## config.mk

```make
export PLATFORM = sky130hd
export DESIGN_NAME = timer_sched
export DESIGN_NICKNAME = d
export VERILOG_FILES = /design/src/rtl/timer_sched.sv
export SDC_FILE = /design/constraint.sdc
export NUM_CORES = 1
export LEC_CHECK = 0
export ABC_AREA = 1
export BUFFER_PORTS_ARGS = -buffer_cell sky130_fd_sc_hd__buf_2
export CORE_MARGIN = 3
export CORE_UTILIZATION = 25
export CTS_BUF_LIST = sky130_fd_sc_hd__clkbuf_2 sky130_fd_sc_hd__clkbuf_4 sky130_fd_sc_hd__clkbuf_8
export CTS_CLUSTER_SIZE = 10
export DETAILED_ROUTE_END_ITERATION = 10
export PLACE_DENSITY_LB_ADDON = 0.05
export SETUP_SLACK_MARGIN = 0.2
export SLEW_MARGIN = 20
export SYNTH_ARGS = -nofsm -noshare
export SYNTH_HDL_FRONTEND = slang
export SYNTH_SLANG_ARGS = --single-unit
```

## constraint.sdc

```tcl
create_clock -name clk -period 3.5 [get_ports clk]
set_input_delay 0.525 -clock clk [delete_from_list [all_inputs] [get_ports clk]]
set_output_delay 0.525 -clock clk [all_outputs]
set_load 0.01 [all_outputs]
```

## src/rtl/timer_sched.sv

```systemverilog
// Shared tick-prescaled countdown timer with a round-robin arbiter over NREQ requesters.
// The owner holds grant until its delay expires (one-cycle done) or it drops req (abort).
module timer_sched #(
  parameter int unsigned NREQ        = 4,
  parameter int unsigned DW          = 16,
  parameter int unsigned TICK_CYCLES = 100
) (
  input  logic               clk,
  input  logic               rst,
  input  logic [NREQ-1:0]    req,
  input  logic [NREQ*DW-1:0] delay,
  output logic [NREQ-1:0]    grant,
  output logic [NREQ-1:0]    done,
  output logic               busy
);

  localparam int unsigned OW = $clog2(NREQ);
  // A prescaler of one cycle per tick still needs a 1-bit register that simply stays at zero.
  localparam int unsigned PW = (TICK_CYCLES > 1) ? $clog2(TICK_CYCLES) : 1;
  localparam logic [PW-1:0] PreMax = PW'(TICK_CYCLES - 1);
  localparam logic [OW-1:0] LastIdx = OW'(NREQ - 1);

  typedef enum logic [1:0] {StIdle, StRun, StDone} state_t;

  state_t          r_state;
  logic [OW-1:0]   r_owner;
  logic [OW-1:0]   r_ptr;
  logic [DW-1:0]   r_cnt;
  logic [PW-1:0]   r_pre;
  logic [NREQ-1:0] r_grant;
  logic [NREQ-1:0] r_done;
  logic            r_busy;

  logic            w_found;
  logic [OW-1:0]   w_winner;
  logic [DW-1:0]   w_delay;
  logic [OW-1:0]   w_next_ptr;
  int unsigned     w_idx;

  function automatic logic [NREQ-1:0] onehot(input logic [OW-1:0] idx);
    logic [NREQ-1:0] v;
    v      = '0;
    v[idx] = 1'b1;
    return v;
  endfunction

  // Scan from the farthest position back toward ptr so the closest requester is written last.
  always_comb begin
    w_found  = 1'b0;
    w_winner = '0;
    w_idx    = 0;
    for (int k = NREQ - 1; k >= 0; k--) begin
      w_idx = int'(r_ptr) + k;
      if (w_idx >= NREQ) w_idx = w_idx - NREQ;
      if (req[OW'(w_idx)]) begin
        w_found  = 1'b1;
        w_winner = OW'(w_idx);
      end
    end
  end

  assign w_delay    = delay[int'(w_winner)*DW +: DW];
  assign w_next_ptr = (r_owner == LastIdx) ? '0 : r_owner + 1'b1;

  always_ff @(posedge clk) begin
    if (rst) begin
      r_state <= StIdle;
      r_owner <= '0;
      r_ptr   <= '0;
      r_cnt   <= '0;
      r_pre   <= '0;
      r_grant <= '0;
      r_done  <= '0;
      r_busy  <= 1'b0;
    end else begin
      unique case (r_state)
        StIdle: begin
          if (w_found) begin
            r_owner <= w_winner;
            r_cnt   <= w_delay;
            r_pre   <= PreMax;
            r_state <= StRun;
            r_grant <= onehot(w_winner);
            r_busy  <= 1'b1;
          end
        end
        StRun: begin
          // Abort wins over expiry; cnt stops at zero so the maximum delay cannot wrap.
          if (!req[r_owner]) begin
            r_state <= StIdle;
            r_ptr   <= w_next_ptr;
            r_grant <= '0;
            r_busy  <= 1'b0;
          end else if (r_cnt == '0) begin
            r_state <= StDone;
            r_done  <= onehot(r_owner);
          end else if (r_pre == '0) begin
            r_cnt <= r_cnt - 1'b1;
            r_pre <= PreMax;
          end else begin
            r_pre <= r_pre - 1'b1;
          end
        end
        StDone: begin
          r_state <= StIdle;
          r_ptr   <= w_next_ptr;
          r_grant <= '0;
          r_done  <= '0;
          r_busy  <= 1'b0;
        end
        default: r_state <= StIdle;
      endcase
    end
  end

  assign grant = r_grant;
  assign done  = r_done;
  assign busy  = r_busy;

endmodule

```

==> results of run 1 <==
==> how the worst max path moves through the flow <==
stage                     slack [ps]         to
after CTS                        960   r_cnt[8]
after detailed placement        1020   r_cnt[8]
after global placement           930   r_cnt[8]
final                           1020   r_cnt[8]
after global routing             700  r_cnt[14]
after floorplan                 1730   r_cnt[6]
==> cell usage in the layout, fill, tap and decap left out, types with 2 or more instances in the layout <==
master / netlist / final
inv_2: 2 / 2
a21oi_1: 37 / 37
buf_2: 4 / 78
a211oi_1: 2 / 2
buf_4: 7 / 3
nand4_1: 10 / 10
dfxtp_1: 38 / 38
or2_2: 4 / 4
nor4_1: 2 / 2
clkinv_2: 0 / 2
nor2_1: 37 / 37
nand3_2: 2 / 2
o21ai_0: 17 / 17
xor2_1: 2 / 2
a21oi_2: 15 / 15
nand3_1: 63 / 63
nor3_1: 2 / 2
nand2_1: 166 / 166
inv_1: 38 / 38
o21ai_1: 4 / 4
ha_1: 11 / 11
nand2_2: 15 / 15
nor2_2: 2 / 2
clkbuf_8: 0 / 5
xnor2_1: 4 / 4
==> layer usage <==
metal	routed length, um	vias up	part of all wire [%]	global-route usage, %
met5	0	-	0	0
met1	4960	1421	54	20.4
met4	112	0	1.2	3.52
met3	353	7	3.9	2.31
li1	-	1770	-	-
met2	3700	57	41	19.9
==> critical path, delay by kind of cell, from the launching register on <==
kind,cells,cell delay [ps]
and+or+nand+nor,10,1520
DFF,1,610
buffers and inverters,1,170
AOI/OAI and AO/OA,1,110
==> layout make-up <==
| class | count | area [um^2] |
|---|---|---|
| inverters | 40 | 150 |
| repair buffers | 81 | 413 |
| multi-input cells | 404 | 2060 |
| clock buffers | 5 | 68.8 |
| flip-flops and latches | 38 | 761 |
| clock inverters | 3 | 40.0 |
| fillers | 1421 | 8410 |
| well taps | 168 | 210 |
==> registers in the layout, indices dropped and copies added, names as in the netlist <==
| name | count |
|---|---|
| busy | 1 |
| done | 4 |
| grant | 4 |
| r_cnt | 16 |
| r_owner | 2 |
| r_pre | 7 |
| r_ptr | 2 |
| r_state | 2 |
==> cells by family after synthesis <==
| family | Yosys count |
|---|---|
| xor+xnor | 6 |
| fa+ha+maj | 11 |
| flops | 38 |
| compound gates | 76 |
| simple gates | 311 |
| buf+inv | 61 |
==> where the power goes <==
group | internal [mW] | leakage [nW] | total [mW] | switching [mW]
combinational | 0.858 | 1.44 | 2.54 | 1.68
clock | 0.210 | 0.0579 | 0.378 | 0.168
sequential | 0.594 | 0.313 | 0.734 | 0.140
==> results.md, run 1 <==
- Synthesis Warnings: 0
- Clk slew on worst S/H paths: roughly 90 ps
- Area grow syn2layout: 18.8%
- Placement row count: 40
- DR vias: around 3300
- Clk_lat worst skew: about 300 ps
- Cells after Synth: 503
- Fmax achieved: a little over 0.4 GHz
- Final instance area: between 0.003 and 0.004 mm^2
- Number of global-route vias before repair: 3180
- Clock Skews: approximately 12 ps
- Syn Nets: between 500 and 600
- Die ar.: ~0.014 mm^2
- R2r startpoint: r_ptr[0]
- Ranking of synthesized cells by area: dfxtp_1 24%, nand2_1 20%, nand3_1 10%, a21oi_1 5.9%, inv_1 4.6%
- Max-slew headroom: 60.0%
- Reg2Reg Capture Point: r_cnt[8]
- Synth Area in Adders: under 10%
- Layout Cells excl Fill: about 740
- Htree depth: 2
- Minimum clock period: around 2500 ps
- Initial Util: between 20 and 30%
- GRT Total Usage: between 10 and 15%
- Biggest area consumer among synthesized cells: dfxtp_1
- Library cells used by synthesis: 36
- Nets: between 600 and 700
- XOR/XNOR Fraction of Synth Area: 1.69%
- Most numerous cell in the Yosys netlist: nand2_1
- Ant. Diodes: 0
- Post CTS Setup Buffer Count: 0
- Setup TNS: 0 ps
- Slew @ Worst Pin: approximately 600 ps
- Port Buffers: between 70 and 80
- CTS tree: built
- Pwr Density: 985 mW/mm^2
- Via/cell ratio: around 4.4
- Hold Crit Start: grant[2]
- Post-Synth Simple-Gate Area: ~46%
- Critical path arrival: 2720 ps
- CTS resizes: 0
- Final period util: 70.8%
- Crit path launch: r_ptr[0]
- Status: finished, final reports clean
- Total core area: between 0.01 and 0.015 mm^2
- Starting DRT DRC Count: 135
- Worst Reg-to-Reg Cells: 12
- Initial antenna violation count: 0
- CP Data Required Time: approximately 3700 ps
- Max Slew Vio Count: 0
- Worst vdd ir: ~370 uV
- Synthesized area: 0.00312 mm^2
- # DRC: 0
- Post-route ant nets: 0
- Path category of the worst min-delay check: register to register
- Layout Utilization: a little under a third
- CTS Sinks: 38
- Post-synthesis mux area share: 0%
- Final setup violation count: 0
- Clock root buffer: clkbuf_8
- Setup WS post-layout: 1020 ps
- CTS max path bufs: 2
- Post-DP HPWL: 6990 um
- Critical path class: register to register
- Post-synth EDFFs: 0
- Placed insts: 731
- Slowest cell on crit path: dfxtp_1
- Area fraction in compound gates after synthesis: between 10 and 15%
- Synthesized flop and latch total: 38
- Cell count of the worst hold path: 2
- RSZ-0062 raised after global routing: false
- First-pass GRT wire length: ~16000 um
- Sequential share of the synthesized area: 24.4%
- DRT Pass-1 Iters: 4
- Die Ht: between 100 and 150 um
- Crit-path max FO: 36
- Largest family of logic cells by synthesized area: simple AND/OR/NAND/NOR gates
- CP Cell Sequence: inv_1 -> nand2_1 -> nand3_1 -> nand2_1 -> nand3_2 -> nand3_4 -> nand2_8 -> nor2_4 -> nand2_1 -> nand3_1 -> nand2_1 -> a21oi_2
- CP Capture Type: register
- I/O pin cnt: 79
- R2r setup slk: 1020 ps
- Leakage: 1.81 nW
- Main flop type after synthesis: dfxtp_1
- Commonest cells in the netlist: 166 x nand2_1, 63 x nand3_1, 38 x dfxtp_1, 38 x inv_1
- Setup crit start kind: register
- Cell mode on critical path: nand2_1
- Largest stage delay on the critical path: around 610 ps
- Pin count of the biggest net entering global routing: 37
- Sink of the worst hold path: grant[2]
- Hold Violations, Final: 0
- Total Power: between 3 and 4 mW
- Fraction of layout cells with a size suffix above 1: a little under a quarter
- Hold WS: 465 ps
- Mean Syn Cell Area: 6.19 um^2
- Final WL: a little over 9000 um
- Setup WS pre-CTS: between 1000 and 1500 ps
- Yosys top cell area share: 24.4%
- Placed cell area: 0.00359 mm^2
- Hold Buf Count CTS: 0
- Drt wl/cell: about 12 um
- Max Cap Viol: 0
- Cts bufs inserted: 5
- Placer Congestion: 0.745
- Die W: 118 um
- Synth async-reset ratio: 0%
- Gr ovfl total: 0
Note: power is estimated with default switching activity, not from simulation.
==> run 2, diff against run 1 <==
==> constraint.sdc (replaced) <==
create_clock -name clk -period 2.39 [get_ports clk]
set_input_delay 0.3585 -clock clk [delete_from_list [all_inputs] [get_ports clk]]
set_output_delay 0.3585 -clock clk [all_outputs]
set_load 0.01 [all_outputs]
==> results.md, run 2 (synthesized netlist as in run 1, its figures left out) <==
- Status: finished, final reports clean
- Fmax achieved: 0.501 GHz (+24%)
- Worst vdd ir: 608 uV (+64%)
- Pwr Density: 1500 mW/mm^2 (+52%)
- Largest stage delay on the critical path: 380 ps (-230 ps)
- Crit-path max FO: 24 (-33%)
- Cts bufs inserted: 5 (unchanged)
- Slowest cell on crit path: dfxtp_2
- Leakage: 1.89 nW (+4.3%)
- Area grow syn2layout: 23.7%
- Pin count of the biggest net entering global routing: 34 (-8.1%)
- GRT Total Usage: 13.7% (+0.12 points)
- Setup TNS: 0 ps (unchanged)
- R2r startpoint: r_ptr[0]
- Sw Share: 52.3% (-2.1 points)
- Htree depth: 2 (unchanged)
- Total Power: 5.79 mW (+59%)
- Port Buffers: 78 (unchanged)
- Part of the power in registers: 18.5% (-1.6 points)
- Layout Utilization: 31.8% (+1.3 points)
- Initial antenna violation count: 0 (unchanged)
- Post-DP HPWL: 7260 um (+3.9%)
- Number of global-route vias before repair: 3310 (+4.1%)
- DR vias: 3334 (+2.4%)
- Cell mode on critical path: nand2_1
- Placed insts: 739 (+1.1%)
- Clock Skews: 9.26 ps (-3.01 ps)
- Max Cap Viol: 0 (unchanged)
- Top flop regs: r_cnt: 16 flops, r_pre: 7 flops
- Most frequent cells in the layout: 166 x nand2_1, 78 x buf_2, 63 x nand3_1, 38 x inv_1, 37 x a21oi_1
- Critical path arrival: 2230 ps (-490 ps)
- Number of flip-flops in the largest register: 16 (unchanged)
- Ant. Diodes: 0 (unchanged)
- Final WL: 9610 um (+5.3%)
- Hold Violations, Final: 0 (unchanged)
- Initial Util: 25.7% (unchanged)
- Final instance area: 0.00385 mm^2 (+4.1%)
- Die ar.: 0.0138 mm^2 (unchanged)
- Clock share of power: 12.0% (+1.6 points)
- Die Ht: 118 um (unchanged)
- Critical path class: register to register
- Layout Cells excl Fill: 749 (+1.4%)
- CTS max path bufs: 2 (unchanged)
- Setup WS pre-CTS: 324 ps (-695 ps)
- Final setup violation count: 0 (unchanged)
- DRT Pass-1 Iters: 4 (unchanged)
- Placement row count: 40 (unchanged)
- RSZ-0062 raised after global routing: true
- Comb power frac: 69.5% (about the same)
- Fraction of layout cells with a size suffix above 1: 25.8% (+2.0 points)
- Clk_lat worst skew: 300 ps (about the same)
- Via/cell ratio: 4.45 (+1.1%)
- Most common cell after layout, fill and taps aside: nand2_1
- P_sw: 3.03 mW (+53%)
- Int Pwr: 2.76 mW (+66%)
- Drt wl/cell: 12.8 um (+3.9%)
- Post-route ant nets: 0 (unchanged)
- Max-slew headroom: 62.3% (+2.3 points)
- CP Data Required Time: 2630 ps (-1110 ps)
- Sink of the worst hold path: r_cnt[0]
- Placer Congestion: 0.744 (-0.19%)
- Fillers: 1433 (+0.84%)
- Hold Buf Count CTS: 0 (unchanged)
- CP Cell Sequence: buf_4 -> nand2_2 -> nand3_1 -> nand2_1 -> nand3_2 -> nand2_2 -> nand2_4 -> buf_8 -> nand3_1 -> nand2_1 -> nand2_1 -> nand3_1 -> nand2_1 -> a21oi_2
- Gr ovfl total: 0 (unchanged)
- Die W: 118 um (unchanged)
- First-pass GRT wire length: 15900 um (+0.83%)
- I/O pin cnt: 79 (unchanged)
- Reg2Reg Capture Point: r_cnt[7]
- Hold Crit Start: delay[0]
- Hold WS: 431 ps (-33.9 ps)
- Worst Reg-to-Reg Cells: 14 (+2)
- Starting DRT DRC Count: 126 (-6.7%)
- Cell count of the worst hold path: 5 (+3)
- Final period util: 83.4% (+13 points)
- Slew @ Worst Pin: 565 ps (-33.1 ps)
- Max Slew Vio Count: 0 (unchanged)
- CTS Sinks: 38 (unchanged)
- Clk slew on worst S/H paths: 80 ps (about the same)
- Clock root buffer: clkbuf_8
- Setup crit start kind: register
- CTS tree: built
- Setup WS post-layout: 396 ps (-626 ps)
- Total core area: 0.0121 mm^2 (unchanged)
- Placed cell area: 0.00367 mm^2 (+2.0%)
- CP Capture Type: register
- Path category of the worst min-delay check: input port to register
- R2r setup slk: 400 ps (-630 ps)
- Reg with most FFs: r_cnt
- # DRC: 0 (unchanged)
- Nets: 661 (+1.5%)
- Minimum clock period: 1990 ps (-484 ps)
==> run 2: changes by cell type in the layout (fill, tap and decap cells not counted), sizes merged <==
cell	delta
bufinv	+1
clkbuf	+1
clkinv	-2
buf	+9
nand2	+1
==> run 2: final cells by class <==
class	count	area, um^2	share of cell area (%)
clock buffers	6	82.6	2.14
clock inverters	2	60.1	1.56
multi-input cells	405	2080	54.0
repair buffers	90	508	13.2
well taps	168	210	5.45
inverters	40	150	3.89
flip-flops and latches	38	763	19.8
==> run 2: what timing repair did <==
| action | CTS | global route |
|---|---|---|
| setup buffers | 0 | 1 |
| gates resized for setup | 0 | 9 |
| setup endpoints to repair | 0 | 22 |
==> run 2: power groups by stage <==
stage / clock network, mW / logic (mW) / registers [mW]
final: 0.697 / 4.02 / 1.07
after global routing: 0.743 / 4.60 / 1.11
after CTS: 0.728 / 3.97 / 1.07
after detailed placement: 0 / 3.95 / 1.08
after global placement: 0 / 3.96 / 1.08
after floorplan: 0 / 3.09 / 1.04
==> run 2: how the worst max path moves through the flow <==
stage | from | endpoint | depth (start not counted)
finish | r_ptr[0] | r_cnt[7] | 14
global route | r_ptr[0] | r_cnt[5] | 13
CTS | r_ptr[0] | r_cnt[9] | 14
detailed placement | r_ptr[0] | r_cnt[9] | 14
global placement | r_ptr[0] | r_cnt[9] | 13
floorplan | r_cnt[0] | done[0] | 9
==> run 2: layer usage <==
| layer | vias up | wire [um] | track usage, % |
|---|---|---|---|
| li1 | 1785 | - | - |
| met1 | 1485 | 5040 | 19.7 |
| met2 | 58 | 4120 | 21.2 |
| met3 | 6 | 338 | 2.31 |
| met4 | 0 | 101 | 3.52 |
| met5 | - | 0 | 0 |
==> run 2: critical path, delay by kind of cell (launching register included) <==
family / cells / cell delay [ps]
compound gates: 1 / 110
buf+inv: 2 / 390
simple gates: 11 / 1040
flops: 1 / 380
==> run 3, diff against run 2 <==
==> constraint.sdc (replaced) <==
create_clock -name clk -period 2.02 [get_ports clk]
set_input_delay 0.303 -clock clk [delete_from_list [all_inputs] [get_ports clk]]
set_output_delay 0.303 -clock clk [all_outputs]
set_load 0.01 [all_outputs]
==> results.md, run 3 (synthesized netlist as in run 1, its figures left out) <==
- Via/cell ratio: 4.49 (+0.87%)
- Die W: 118 um (unchanged)
- Post-route ant nets: 0 (unchanged)
- Critical path arrival: 2160 ps (-70 ps)
- WL met2: 4690 um (+14%)
- RSZ-0062 raised after global routing: true
- Nets: 696 (+5.3%)
- Max Cap Viol: 0 (unchanged)
- Setup WS post-layout: 96.0 ps (-300 ps)
- DR WL met3: 386 um (+14%)
- Bufs and invs on worst path: 2 (unchanged)
- Top Metal Used: met4
- CP delay by family, top: simple AND/OR/NAND/NOR gates
- DR vias: 3520 (+5.6%)
- Wire length on met1: 5270 um (+4.5%)
- Gr ovfl total: 0 (unchanged)
- Top flop regs: r_cnt: 16 flops, r_pre: 7 flops
- Initial antenna violation count: 0 (unchanged)
- Pin count of the biggest net entering global routing: 25 (-26%)
- I/O pin cnt: 79 (unchanged)
- Most frequent cells in the layout: 135 x nand2_1, 78 x buf_2, 44 x nand3_1, 37 x nand2_2, 33 x inv_1
- Post-DP HPWL: 7540 um (+3.9%)
- Starting DRT DRC Count: 117 (-7.1%)
- Setup TNS: 0 ps (unchanged)
- Minimum clock period: 1920 ps (-70.1 ps)
- Reg with most FFs: r_cnt
- Leakage: 2.25 nW (+19%)
- Slew @ Worst Pin: 375 ps (-190 ps)
- Fraction of layout cells with a size suffix above 1: 43.0% (+17 points)
- GRT Total Usage: 14.0% (+0.31 points)
- Port Buffers: 78 (unchanged)
- Hold Violations, Final: 0 (unchanged)
- CTS Sinks: 38 (unchanged)
- Max-slew headroom: 74.8% (+12 points)
- Placement row count: 40 (unchanged)
- Most common cell after layout, fill and taps aside: nand2_1
- Setup crit start kind: register
- CP Cell Sequence: buf_12 -> xnor2_4 -> nand2_1 -> nand3_2 -> nand3b_4 -> nand2b_4 -> nand2_8 -> buf_12 -> nor2_1 -> nand2_1 -> a21oi_2
- CP Capture Type: register
- Cts bufs inserted: 5 (unchanged)
- Die Ht: 118 um (unchanged)
- Largest stage delay on the critical path: 370 ps (about the same)
- CP Data Required Time: 2260 ps (-370 ps)
- Clock root buffer: clkbuf_8
- Placer Congestion: 0.763 (+2.6%)
- Ant. Diodes: 0 (unchanged)
- Htree depth: 2 (unchanged)
- Status: finished, final reports clean
- Pwr Density: 1860 mW/mm^2 (+24%)
- Final WL: 10500 um (+8.9%)
- Total core area: 0.0121 mm^2 (unchanged)
- CTS max path bufs: 2 (unchanged)
- Critical path class: register to register
- Clk_lat worst skew: 310 ps (about the same)
- Final period util: 95.2% (+12 points)
- Crit-path max FO: 8 (-67%)
- Path category of the worst min-delay check: input port to register
- CTS tree: built
- DRT Pass-1 Iters: 4 (unchanged)
- Clk slew on worst S/H paths: 90 ps (about the same)
- First-pass GRT wire length: 16100 um (+1.1%)
- Final setup violation count: 0 (unchanged)
- Area grow syn2layout: 50.6%
- Number of global-route vias before repair: 3354 (+1.3%)
- Setup WS pre-CTS: 49.2 ps (-274 ps)
- Max Slew Vio Count: 0 (unchanged)
- Slowest cell on crit path: dfxtp_4
- Worst vdd ir: 797 uV (+31%)
- # DRC: 0 (unchanged)
- Die ar.: 0.0138 mm^2 (unchanged)
- Initial Util: 25.7% (unchanged)
- Fmax achieved: 0.520 GHz (+3.6%)
- Number of flip-flops in the largest register: 16 (unchanged)
- Drt wl/cell: 13.3 um (+4.0%)
- Total Power: 8.72 mW (+51%)
- Hold Buf Count CTS: 0 (unchanged)
- Clock Skews: 11.5 ps (+2.27 ps)
==> run 3: cell count changes in the layout (fill, tap and decap cells not counted), sizes merged <==
cell / before / now
buf: 90 / 122
bufinv: 2 / 1
clkbuf: 6 / 9
clkinv: 0 / 2
nand2: 184 / 183
==> run 3: routing by layer <==
layer / vias up / track usage [%]
met5: - / 0
met4: 0 / 3.66
met3: 8 / 2.50
met2: 66 / 21.2
met1: 1586 / 20.4
li1: 1860 / -
==> run 3: path summary, 6_finish.rpt <==
check	startpoint	end	slack (ps)	depth (start not counted)
max reg2reg	r_ptr[0]	r_cnt[6]	100	11
max	r_ptr[0]	r_cnt[6]	100	11
min reg2reg	grant[2]	grant[2]	470	2
min	delay[8]	r_cnt[8]	370	5
==> run 3: per-stage QoR <==
step	std cells	cell area (um^2)	hold slack (ps)	utilization (%)
after floorplan	503	3120	381	-
after global placement	752	3830	451	31.6
after detailed placement	752	3830	454	31.6
after CTS	769	4190	370	34.6
after global routing	784	4690	378	38.8
final	784	4690	372	38.8
==> run 3: worst register-to-register path: stages (launching register included) <==
cell	delay [ps]
dfxtp_4	370
buf_12	150
xnor2_4	180
nand2_1	90
nand3_2	80
nand3b_4	150
nand2b_4	220
nand2_8	100
buf_12	150
nor2_1	170
nand2_1	90
a21oi_2	110
==> run 3: power breakdown <==
part           switching, mW  internal (mW)
Sequential             0.247           1.05
Clock                  0.313          0.364
Combinational           3.78           2.96
==> run 3: final cells by class <==
class / instances / area, um^2
Fill cell: 1313 / 7420
Multi-Input combinational cell: 404 / 2480
Timing Repair Buffer: 126 / 966
Sequential cell: 38 / 777
Tap cell: 168 / 210
Inverter: 40 / 150
Clock buffer: 5 / 68.8
Clock inverter: 3 / 40.0
==> run 3: timing repair <==
action | CTS | global route
cloned | 1 | 5
resized for setup | 39 | 91
setup buffers | 8 | 10
endpoints found under the setup margin | 21 | 32
pin swaps | 13 | 39
